<file path="src/rtl/bat_pkg.sv">
// Shared constants for the register bank: bus width, register count and fixed register indices.
package bat_pkg;
  localparam int DATA_W   = 8;
  localparam int NUM_REGS = 8;
  localparam int REG_A    = 0;
  localparam int REG_B    = 1;
  localparam int REG_OUT  = 7;
endpackage

</file>
<file path="src/rtl/bat_reg_bank_if.sv">
// Register-control interface between the controller (master) and the register bank (slave),
// including the output-device valid/ready handshake.
interface bat_reg_bank_if #(
  parameter int DATA_W = bat_pkg::DATA_W
);
  logic [bat_pkg::NUM_REGS-1:0] regs_inc;
  logic [bat_pkg::NUM_REGS-1:0] regs_rw;
  logic [bat_pkg::NUM_REGS-1:0] regs_en;
  logic [DATA_W-1:0]            bus_in;
  logic [DATA_W-1:0]            bus_out;
  logic                         bus_oe;
  logic [DATA_W-1:0]            a_q;
  logic [DATA_W-1:0]            b_q;
  logic [DATA_W-1:0]            out_data;
  logic                         out_valid;
  logic                         out_ready;
  logic                         bus_conflict;
  logic                         out_ovf;

  modport master (
    output regs_inc, regs_rw, regs_en, bus_in, out_ready,
    input  bus_out, bus_oe, a_q, b_q, out_data, out_valid, bus_conflict, out_ovf
  );

  modport slave (
    input  regs_inc, regs_rw, regs_en, bus_in, out_ready,
    output bus_out, bus_oe, a_q, b_q, out_data, out_valid, bus_conflict, out_ovf
  );
endinterface

</file>
<file path="src/rtl/bat_out_fifo.sv">
// Output queue for writes to OUT. BAT_REG_OUT_FIFO_EN selects a DEPTH-entry circular FIFO;
// otherwise a single holding register is used and DEPTH is ignored.
module bat_out_fifo #(
  parameter int DEPTH  = 4,
  parameter int DATA_W = 8
) (
  input  logic              clk_i,
  input  logic              rst_i,
  input  logic              push_i,
  input  logic [DATA_W-1:0] push_data_i,
  input  logic              pop_ready_i,
  output logic [DATA_W-1:0] out_data_o,
  output logic              out_valid_o,
  output logic              drop_o
);
`ifdef BAT_REG_OUT_FIFO_EN
  localparam int AW = $clog2(DEPTH);

  logic [AW:0]       wr_q, rd_q;
  logic [DATA_W-1:0] mem_q [DEPTH];
  logic [DATA_W-1:0] last_q;
  logic              empty, full, pop, push_ok;

  // Extra wrap bit on the pointers separates full (wrap differs) from empty (wrap equal).
  assign empty   = (wr_q == rd_q);
  assign full    = (wr_q[AW] != rd_q[AW]) && (wr_q[AW-1:0] == rd_q[AW-1:0]);
  assign pop     = !empty && pop_ready_i;
  assign push_ok = push_i && (!full || pop);
  assign drop_o  = push_i && full && !pop;

  assign out_valid_o = !empty;
  assign out_data_o  = empty ? last_q : mem_q[rd_q[AW-1:0]];

  always_ff @(posedge clk_i or posedge rst_i) begin
    if (rst_i) begin
      wr_q   <= '0;
      rd_q   <= '0;
      last_q <= '0;
      for (int i = 0; i < DEPTH; i++) mem_q[i] <= '0;
    end else begin
      if (push_ok) begin
        mem_q[wr_q[AW-1:0]] <= push_data_i;
        wr_q                <= wr_q + (AW+1)'(1);
      end
      if (pop) begin
        last_q <= mem_q[rd_q[AW-1:0]];
        rd_q   <= rd_q + (AW+1)'(1);
      end
    end
  end
`else
  localparam int unused_depth = DEPTH;

  logic [DATA_W-1:0] data_q, data_d;
  logic              valid_q, valid_d;
  logic              pop, push_ok;

  assign pop     = valid_q && pop_ready_i;
  assign push_ok = push_i && (!valid_q || pop);
  assign drop_o  = push_i && valid_q && !pop;

  always_comb begin
    data_d  = data_q;
    valid_d = valid_q;
    if (push_ok) begin
      data_d  = push_data_i;
      valid_d = 1'b1;
    end else if (pop) begin
      valid_d = 1'b0;
    end
  end

  always_ff @(posedge clk_i or posedge rst_i) begin
    if (rst_i) begin
      data_q  <= '0;
      valid_q <= 1'b0;
    end else begin
      data_q  <= data_d;
      valid_q <= valid_d;
    end
  end

  assign out_valid_o = valid_q;
  assign out_data_o  = data_q;
`endif
endmodule

</file>
<file path="src/rtl/bat_reg_bank.sv">
// Eight-register bus responder: per-register increment/load/read, lowest-index read arbitration,
// sticky conflict/overflow flags, OUT writes queued via bat_out_fifo (BAT_REG_OUT_FIFO_EN).
module bat_reg_bank #(
  parameter int DATA_W    = bat_pkg::DATA_W,
  parameter int OUT_DEPTH = 4
) (
  input  logic           clk_i,
  input  logic           rst_i,
  bat_reg_bank_if.slave  bus_if
);
  import bat_pkg::NUM_REGS;
  import bat_pkg::REG_A;
  import bat_pkg::REG_B;
  import bat_pkg::REG_OUT;

  logic [DATA_W-1:0]   regs_q [NUM_REGS];
  logic [DATA_W-1:0]   regs_d [NUM_REGS];
  logic [NUM_REGS-1:0] wr_en, readers;
  logic [DATA_W-1:0]   bus_out_d;
  logic                multi_rd;
  logic                conflict_q, ovf_q;
  logic                fifo_drop;

  // Increment wins over load; a register with RW=1 never changes.
  always_comb begin
    for (int i = 0; i < NUM_REGS; i++) begin
      regs_d[i] = regs_q[i];
      if (bus_if.regs_inc[i] && !bus_if.regs_rw[i]) begin
        regs_d[i] = regs_q[i] + DATA_W'(1);
      end else if (bus_if.regs_en[i] && !bus_if.regs_rw[i]) begin
        regs_d[i] = bus_if.bus_in;
      end
    end
  end

  assign wr_en    = (bus_if.regs_inc | bus_if.regs_en) & ~bus_if.regs_rw;
  assign readers  = bus_if.regs_en & bus_if.regs_rw;
  assign multi_rd = |(readers & (readers - NUM_REGS'(1)));

  // Scan downwards so the lowest-index reader is the last assignment and wins.
  always_comb begin
    bus_out_d = '0;
    for (int i = NUM_REGS-1; i >= 0; i--) begin
      if (readers[i]) bus_out_d = regs_q[i];
    end
  end

  always_ff @(posedge clk_i or posedge rst_i) begin
    if (rst_i) begin
      for (int i = 0; i < NUM_REGS; i++) regs_q[i] <= '0;
      conflict_q <= 1'b0;
      ovf_q      <= 1'b0;
    end else begin
      for (int i = 0; i < NUM_REGS; i++) regs_q[i] <= regs_d[i];
      conflict_q <= conflict_q | multi_rd;
      ovf_q      <= ovf_q | fifo_drop;
    end
  end

  bat_out_fifo #(
    .DEPTH  (OUT_DEPTH),
    .DATA_W (DATA_W)
  ) u_out_fifo (
    .clk_i       (clk_i),
    .rst_i       (rst_i),
    .push_i      (wr_en[REG_OUT]),
    .push_data_i (regs_d[REG_OUT]),
    .pop_ready_i (bus_if.out_ready),
    .out_data_o  (bus_if.out_data),
    .out_valid_o (bus_if.out_valid),
    .drop_o      (fifo_drop)
  );

  assign bus_if.bus_out      = bus_out_d;
  assign bus_if.bus_oe       = |readers;
  assign bus_if.a_q          = regs_q[REG_A];
  assign bus_if.b_q          = regs_q[REG_B];
  assign bus_if.bus_conflict = conflict_q;
  assign bus_if.out_ovf      = ovf_q;
endmodule

</file>
<file path="src/flat_wrapper.sv">
// flat-port wrapper written by rule: the top's interface ports become plain ports
module bat_reg_bank_flat import bat_pkg::NUM_REGS; import bat_pkg::REG_A; import bat_pkg::REG_B; import bat_pkg::REG_OUT;
#(
  parameter int DATA_W    = bat_pkg::DATA_W,
  parameter int OUT_DEPTH = 4
)
  (clk_i, rst_i, bus_if_regs_inc, bus_if_regs_rw, bus_if_regs_en, bus_if_bus_in, bus_if_out_ready, bus_if_bus_out, bus_if_bus_oe, bus_if_a_q, bus_if_b_q, bus_if_out_data, bus_if_out_valid, bus_if_bus_conflict, bus_if_out_ovf);
  bat_reg_bank_if #(.DATA_W(DATA_W)) bus_if_i ();
  input  logic clk_i;
  input  logic rst_i;
  input wire logic [$bits(bus_if_i.regs_inc)-1:0] bus_if_regs_inc;
  input wire logic [$bits(bus_if_i.regs_rw)-1:0] bus_if_regs_rw;
  input wire logic [$bits(bus_if_i.regs_en)-1:0] bus_if_regs_en;
  input wire logic [$bits(bus_if_i.bus_in)-1:0] bus_if_bus_in;
  input wire logic [$bits(bus_if_i.out_ready)-1:0] bus_if_out_ready;
  output wire logic [$bits(bus_if_i.bus_out)-1:0] bus_if_bus_out;
  output wire logic [$bits(bus_if_i.bus_oe)-1:0] bus_if_bus_oe;
  output wire logic [$bits(bus_if_i.a_q)-1:0] bus_if_a_q;
  output wire logic [$bits(bus_if_i.b_q)-1:0] bus_if_b_q;
  output wire logic [$bits(bus_if_i.out_data)-1:0] bus_if_out_data;
  output wire logic [$bits(bus_if_i.out_valid)-1:0] bus_if_out_valid;
  output wire logic [$bits(bus_if_i.bus_conflict)-1:0] bus_if_bus_conflict;
  output wire logic [$bits(bus_if_i.out_ovf)-1:0] bus_if_out_ovf;
  assign bus_if_i.regs_inc = bus_if_regs_inc;
  assign bus_if_i.regs_rw = bus_if_regs_rw;
  assign bus_if_i.regs_en = bus_if_regs_en;
  assign bus_if_i.bus_in = bus_if_bus_in;
  assign bus_if_i.out_ready = bus_if_out_ready;
  assign bus_if_bus_out = bus_if_i.bus_out;
  assign bus_if_bus_oe = bus_if_i.bus_oe;
  assign bus_if_a_q = bus_if_i.a_q;
  assign bus_if_b_q = bus_if_i.b_q;
  assign bus_if_out_data = bus_if_i.out_data;
  assign bus_if_out_valid = bus_if_i.out_valid;
  assign bus_if_bus_conflict = bus_if_i.bus_conflict;
  assign bus_if_out_ovf = bus_if_i.out_ovf;
  bat_reg_bank #(.DATA_W(DATA_W), .OUT_DEPTH(OUT_DEPTH)) u_core (.clk_i(clk_i), .rst_i(rst_i), .bus_if(bus_if_i));
endmodule
</file>
<file path="config.mk">
export PLATFORM = sky130hd
export DESIGN_NAME = bat_reg_bank_flat
export DESIGN_NICKNAME = d
export VERILOG_FILES = /design/src/rtl/bat_pkg.sv /design/src/rtl/bat_reg_bank_if.sv /design/src/rtl/bat_out_fifo.sv /design/src/rtl/bat_reg_bank.sv /design/src/flat_wrapper.sv
export SDC_FILE = /design/constraint.sdc
export NUM_CORES = 1
export LEC_CHECK = 0
export ABC_AREA = 1
export CAP_MARGIN = 30
export CORE_UTILIZATION = 50
export CTS_CLUSTER_DIAMETER = 120
export CTS_CLUSTER_SIZE = 25
export DETAILED_ROUTE_END_ITERATION = 8
export HOLD_SLACK_MARGIN = 0.15
export PLACE_DENSITY = 0.83
export SYNTH_ARGS = -nofsm -noshare
export SYNTH_HDL_FRONTEND = slang
export SYNTH_HIERARCHICAL = 1
export SYNTH_SLANG_ARGS = --single-unit
</file>
<file path="constraint.sdc">
create_clock -name clk_i -period 2.41 [get_ports clk_i]
set_input_delay 0.241 -clock clk_i [delete_from_list [all_inputs] [get_ports clk_i]]
set_output_delay 0.241 -clock clk_i [all_outputs]
set_load 0.005 [all_outputs]
</file>
**Yosys cells after proc, flatten, opt, wreduce, memory -nomap -nowiden**

Cells that the tools add are included.

- Bits of input ports: 35
- Bits in registers: 75
- Logic and storage cells: 95
- Output and inout bits: 36

- $add $sub $neg: 9
- Bitwise logic cells: 7
- Reduce and logical (&&, ||, !) cells: 41
- Muxes and demuxes: 26

Operator list:

| cell | count |
|---|---|
| 2-to-1 mux 8 bit | 24 |
| adder 8 x 1 -> 8 bit, second input constant | 8 |
| AND 8 bit | 3 |
| logical AND 1 bit | 20 |
| nonzero test 2 bit | 8 |
| OR reduction 8 bit | 2 |
| logical NOT 1 bit | 10 |
| NOT 8 bit | 1 |
| bitwise OR 8 bit | 1 |
| subtractor 8 x 1 -> 8 bit, second input constant | 1 |
| 2-to-1 mux 1 bit | 2 |
| bitwise OR 1 bit | 2 |
| logical OR 1 bit | 1 |

**Logic depth before layout (Yosys ltp)**

- Depth in word-level cells: 9
- Mapped depth: 10
- Gate-level depth less buffers: 10

**Hierarchy**

The synthesis kept the hierarchy.

By module, submodules not included:

| module | instances | area each (um^2) | cells each | sequential area each (um^2) |
|---|---|---|---|---|
| bat_reg_bank | 1 | 5008.6 | 731 | 1651.6 |
| bat_out_fifo | 1 | 437.9 | 42 | 225.2 |

**Least setup slack after synthesis**

No wires, ideal clock.

- Kind: input port to flip-flop
- From: input bus_if_regs_rw[7]
- To: register u_core.ovf_q (netlist: u_core/bus_if.out_ovf)
- Required time: 2.283 ns
- Buffers on the path: 3
- Cell stages on the path: 9
- Library setup time: 0.127 ns
- Slack: 1.043 ns
- Data arrival time: 1.240 ns
- Path through: buf_4 inv_1 nand2_1 buf_2 nand2_1 buf_6 inv_1 nor2_1 or2_2

- Cells in the longest elaborated chain, start to end: 5

Ends and longest elaborated chain:

| item | RTL line | text |
|---|---|---|
| start, declared | flat_wrapper.sv:12 | `input wire logic [$bits(bus_if_i.regs_rw)-1:0] bus_if_regs_rw;` |
| NOT 8 bit | bat_reg_bank.sv:36 | `assign wr_en = (bus_if.regs_inc \| bus_if.regs_en) & ~bus_if.regs_rw;` |
| AND 8 bit | bat_reg_bank.sv:36 |  |
| net u_core.wr_en[7] | bat_reg_bank.sv:18 | `logic [NUM_REGS-1:0] wr_en, readers;` |
| logical AND 1 bit (2 in a row) | bat_out_fifo.sv:60 | `assign drop_o = push_i && valid_q && !pop;` |
| net u_core.fifo_drop | bat_reg_bank.sv:22 | `logic fifo_drop;` |
| bitwise OR 1 bit | bat_reg_bank.sv:56 | `ovf_q <= ovf_q \| fifo_drop;` |
| end signal, assigned | bat_reg_bank.sv:56 |  |
| end, declared | bat_reg_bank.sv:21 | `logic conflict_q, ovf_q;` |

The timed path passes the listed nets, and every way through them passes these cells.
A chain may end at the register's enable or synchronous reset.

**Worst setup path after layout**

- From: input bus_if_regs_rw[6]
- To: output bus_if_bus_out[5]

- Cells in the longest elaborated chain, start to end: 8

Ends and longest elaborated chain:

| item | RTL line | text |
|---|---|---|
| AND 8 bit | bat_reg_bank.sv:37 | `assign readers = bus_if.regs_en & bus_if.regs_rw;` |
| 2-to-1 mux 8 bit (7 in a row) | bat_reg_bank.sv:44 | `if (readers[i]) bus_out_d = regs_q[i];` |
| end, declared | flat_wrapper.sv:16 | `output wire logic [$bits(bus_if_i.bus_out)-1:0] bus_if_bus_out;` |

Every way passes these cells.

==> flow_summary.yaml <==
synth:
  synth-seq-area-share_pct: 34.5
  post_synth_fa_ha_maj_area_fraction_pct: 1.84
  synth-compound-area-share_pct: 19.3
  postSynth.topFlopCell: "sky130_fd_sc_hd__dfrtp_1"
  yosys.cell_types.count: 41
  synth.cell_area_mm2: 0.00545
  yosys.area.top_type: "sky130_fd_sc_hd__dfrtp_1"
  yosysWarningCount: 6
  combinational_family_with_the_most_area_after_synthesis: "simple AND/OR/NAND/NOR gates"
  post_synth_xor_area_fraction_pct: 1.45
  postSynthCellCount: 773
  synthesis.nets: 816
  yosys.area.top_type_share_pct: 34.5
  synth.area.mux_share_pct: 0
  proportion_of_synthesized_flip_flops_having_asynchronous_set_or_reset_pct: 100
  count_of_flip_flops_with_a_built_in_enable_after_synthesis: 0
  synth.top_cells.by_area: "sky130_fd_sc_hd__dfrtp_1 34%, sky130_fd_sc_hd__nand2_1 12%, sky130_fd_sc_hd__nand3_1 6.5%"
  area_share_of_and_or_nand_nor_cells_after_synthesis_pct: 30.7
  synthesis.area_per_instance_um2: 7.05
  postSynthRegisterBits: 75
route:
  postRouteAntennaNets: 0
  routed-via-count: 5418
  drt_first_pass_iters: 5
  route.final.wire_length_um: 15000
  remaining_routing_drc_violations: 0
  drt-vias-per-instance: 5.59
  drt_iter0_markers: 495
  post_drt_wl_per_cell_um: 15.5
layout:
  layout_common_cells: "168 x sky130_fd_sc_hd__nand2_1, 82 x sky130_fd_sc_hd__inv_1, 75 x sky130_fd_sc_hd__dfrtp_1"
  multi_input_comb_area_mm2: 0.00290
  final_std_cell_area_no_fill_mm2: 0.00635
  layout.area.seq_mm2: 0.00188
  syn_to_final_growth_pct: 16.6
  antennaDiodeCount: 0
  final.fill_count: 986
  final_common_cell: "sky130_fd_sc_hd__nand2_1"
  fin_nets: 871
  drive_above_1_share_pct: 12.1
clock_tree:
  clk_pin_slew_worst_paths_ns: 0.10
  cts_resizes: 0
  cts.htree.levels: 3
  max-clock-path-buffers: 2
  tritoncts: "yes"
  cts_root_buf: "sky130_fd_sc_hd__clkbuf_8"
  cts_num_sinks: 75
  clock_insertion_delay_worst_skew_ns: 0.36
  cts_setup_buffers: 0
  cts-buffers-inserted: 9
  holdBufCountCts: 1
die:
  die_area_mm2: 0.0113
  num_io_pins: 71
  initial_core_util_pct: 52.1
  row_count: 37
  floorplan.core_area_mm2: 0.0105
  dieHeight_um: 106
  floorplan.die.width_um: 106
sta:
  finalSetupTns_ns: 0
  finalSetupViolations: 0
  slew_violations: 0
  timing.final.crit_share_pct: 95.1
  period_minus_slack_ns: 2.29
  report.final.hold_viol_count: 0
  rsz0062_at_grt: "no"
  slew-limit-headroom_pct: 66.4
  top_achievable_clock_speed_ghz: 0.436
  skew_ns: 0.00579
  worst_tran_pin_value_ns: 0.502
  setup_ws_ns: 0.118
critical_path:
  critical_path_peak_fanout: 11
  critical_path_required_ns: 2.17
  timing.reg2reg.setup_slack_ns: 0.81
  worst_ep_arrival_time_ns: 2.05
  worstSetupStartpointType: "input port"
  path_class: "input port to output pin"
  cp-end-kind: "output pin"
grt:
  first_global_vias: 4984
  wire_length_of_the_first_global_routing_pass_um: 24600
  globalRouteTotalUtil_pct: 27.6
  grt_start_max_net_pins: 33
  antenna_found_initial: 0
  global_route.overflow_total: 0
placement:
  gp_routability_congestion: 0.927
  port-buffer-count: 70
  placed_cell_area_mm2: 0.00615
  detailedPlace.worstSlack_ns: 0.128
  dp_hpwl_um: 11100
min_path:
  hold_class: "register to register"
job:
  count_of_maximum_capacitance_violations: 0
status:
  status: "finished, final reports clean"
power:
  vdd_ir_drop_max_mv: 0.354
  power_per_cell_area_mw_per_mm2: 629
  pleak_uw: 0.00301
  p_total_uw: 3990
==> state kept, by name, indices dropped and copies added (netlist names) <==
signal                         flops
u_core/regs_q                     48
u_core/u_out_fifo/out_valid_o      1
u_core/bus_if.out_ovf              1
u_core/bus_if.bus_conflict         1
u_core/bus_if.b_q                  8
u_core/u_out_fifo/out_data_o       8
u_core/bus_if.a_q                  8
==> per-layer routing <==
| layer | GRT usage (%) | wire, um | vias to the layer above |
|---|---|---|---|
| li1 | - | - | 2668 |
| met1 | 37.2 | 6430 | 2485 |
| met5 | 0 | 0 | - |
| met3 | 4.11 | 1040 | 40 |
| met2 | 44.3 | 7040 | 225 |
| met4 | 11.4 | 493 | 0 |
==> Yosys cell counts (2+ instances only) <==
cell / n
sky130_fd_sc_hd__a21boi_1: 2
sky130_fd_sc_hd__clkbuf_1: 3
sky130_fd_sc_hd__buf_6: 2
sky130_fd_sc_hd__nand2_1: 168
sky130_fd_sc_hd__nand3_2: 8
sky130_fd_sc_hd__xor2_1: 8
sky130_fd_sc_hd__nand2_4: 7
sky130_fd_sc_hd__o21ai_1: 31
sky130_fd_sc_hd__ha_1: 8
sky130_fd_sc_hd__a31oi_1: 2
sky130_fd_sc_hd__o22ai_1: 5
sky130_fd_sc_hd__nor3_1: 24
sky130_fd_sc_hd__inv_2: 19
sky130_fd_sc_hd__o21ai_0: 69
sky130_fd_sc_hd__o211ai_1: 4
sky130_fd_sc_hd__o31ai_1: 6
sky130_fd_sc_hd__o21ai_2: 8
sky130_fd_sc_hd__nor2_2: 7
sky130_fd_sc_hd__nor2_1: 32
sky130_fd_sc_hd__nand3_1: 71
sky130_fd_sc_hd__inv_1: 83
sky130_fd_sc_hd__buf_2: 17
sky130_fd_sc_hd__buf_4: 18
sky130_fd_sc_hd__dfrtp_1: 75
sky130_fd_sc_hd__nand2_2: 10
sky130_fd_sc_hd__o221ai_1: 4
sky130_fd_sc_hd__a211oi_1: 3
sky130_fd_sc_hd__a21oi_1: 53
sky130_fd_sc_hd__nor2_4: 6
sky130_fd_sc_hd__nand4_1: 9
==> power breakdown <==
group | switching, uW | leakage (uW) | internal (uW)
Sequential | 268 | 0.000866 | 1480
Clock | 573 | 0.0000995 | 407
Combinational | 714 | 0.00205 | 557
Total | 1560 | 0.00301 | 2440
==> critical path, cell delays in order <==
cell and delay (ns):
sky130_fd_sc_hd__clkdlybuf4s50_1 0.45, sky130_fd_sc_hd__buf_4 0.18, sky130_fd_sc_hd__nand2_2 0.11, sky130_fd_sc_hd__nand2_8 0.13, sky130_fd_sc_hd__o21ai_2 0.06, sky130_fd_sc_hd__a21oi_1 0.19
sky130_fd_sc_hd__nand2_1 0.08, sky130_fd_sc_hd__nand2_1 0.06, sky130_fd_sc_hd__nand2_1 0.07, sky130_fd_sc_hd__clkdlybuf4s50_1 0.45
==> final cells by class <==
class                           count  share of cell area (%)
Clock buffer                        9                    1.95
Clock inverter                      7                    1.04
Inverter                          103                    6.17
Multi-Input combinational cell    554                    45.7
Sequential cell                    75                    29.6
Tap cell                          136                    2.68
Timing Repair Buffer               85                    12.8
==> path summary, 6_finish.rpt <==
kind	startpoint	to	depth (start not counted)
setup / recovery	bus_if_regs_rw[6]	bus_if_bus_out[5]	10
hold / removal	u_core/bus_if.out_ovf$_DFF_PP0_	u_core/bus_if.out_ovf$_DFF_PP0_	1
setup reg to reg	u_core/regs_q[0]$_DFF_PP0_	u_core/u_out_fifo/out_data_o[6]$_DFFE_PP0P_	9
hold reg to reg	u_core/bus_if.out_ovf$_DFF_PP0_	u_core/bus_if.out_ovf$_DFF_PP0_	1
max in group asynchronous	rst_i	u_core/bus_if.bus_conflict$_DFF_PP0_	4
min in group asynchronous	rst_i	u_core/bus_if.out_ovf$_DFF_PP0_	3
==> logic make-up after synthesis <==
kind of cell               count (synthesis)
xor gates and xnor gates                   9
adders and majority gates                  8
AOI/OAI and AO/OA                        190
and+or+nand+nor                          347
buffers and inverters                    144
DFF                                       75
==> per-stage QoR <==
| step | hold WS, ns | instances | utilization (%) |
|---|---|---|---|
| floorplan | 0.0689 | 773 | - |
| global placement | 0.452 | 952 | 58.8 |
| detailed placement | 0.460 | 952 | 58.8 |
| CTS | 0.488 | 969 | 60.7 |
| global route | 0.506 | 969 | 60.7 |
| finish | 0.478 | 969 | 60.7 |
No activity file was read; power rests on OpenSTA's default activity.
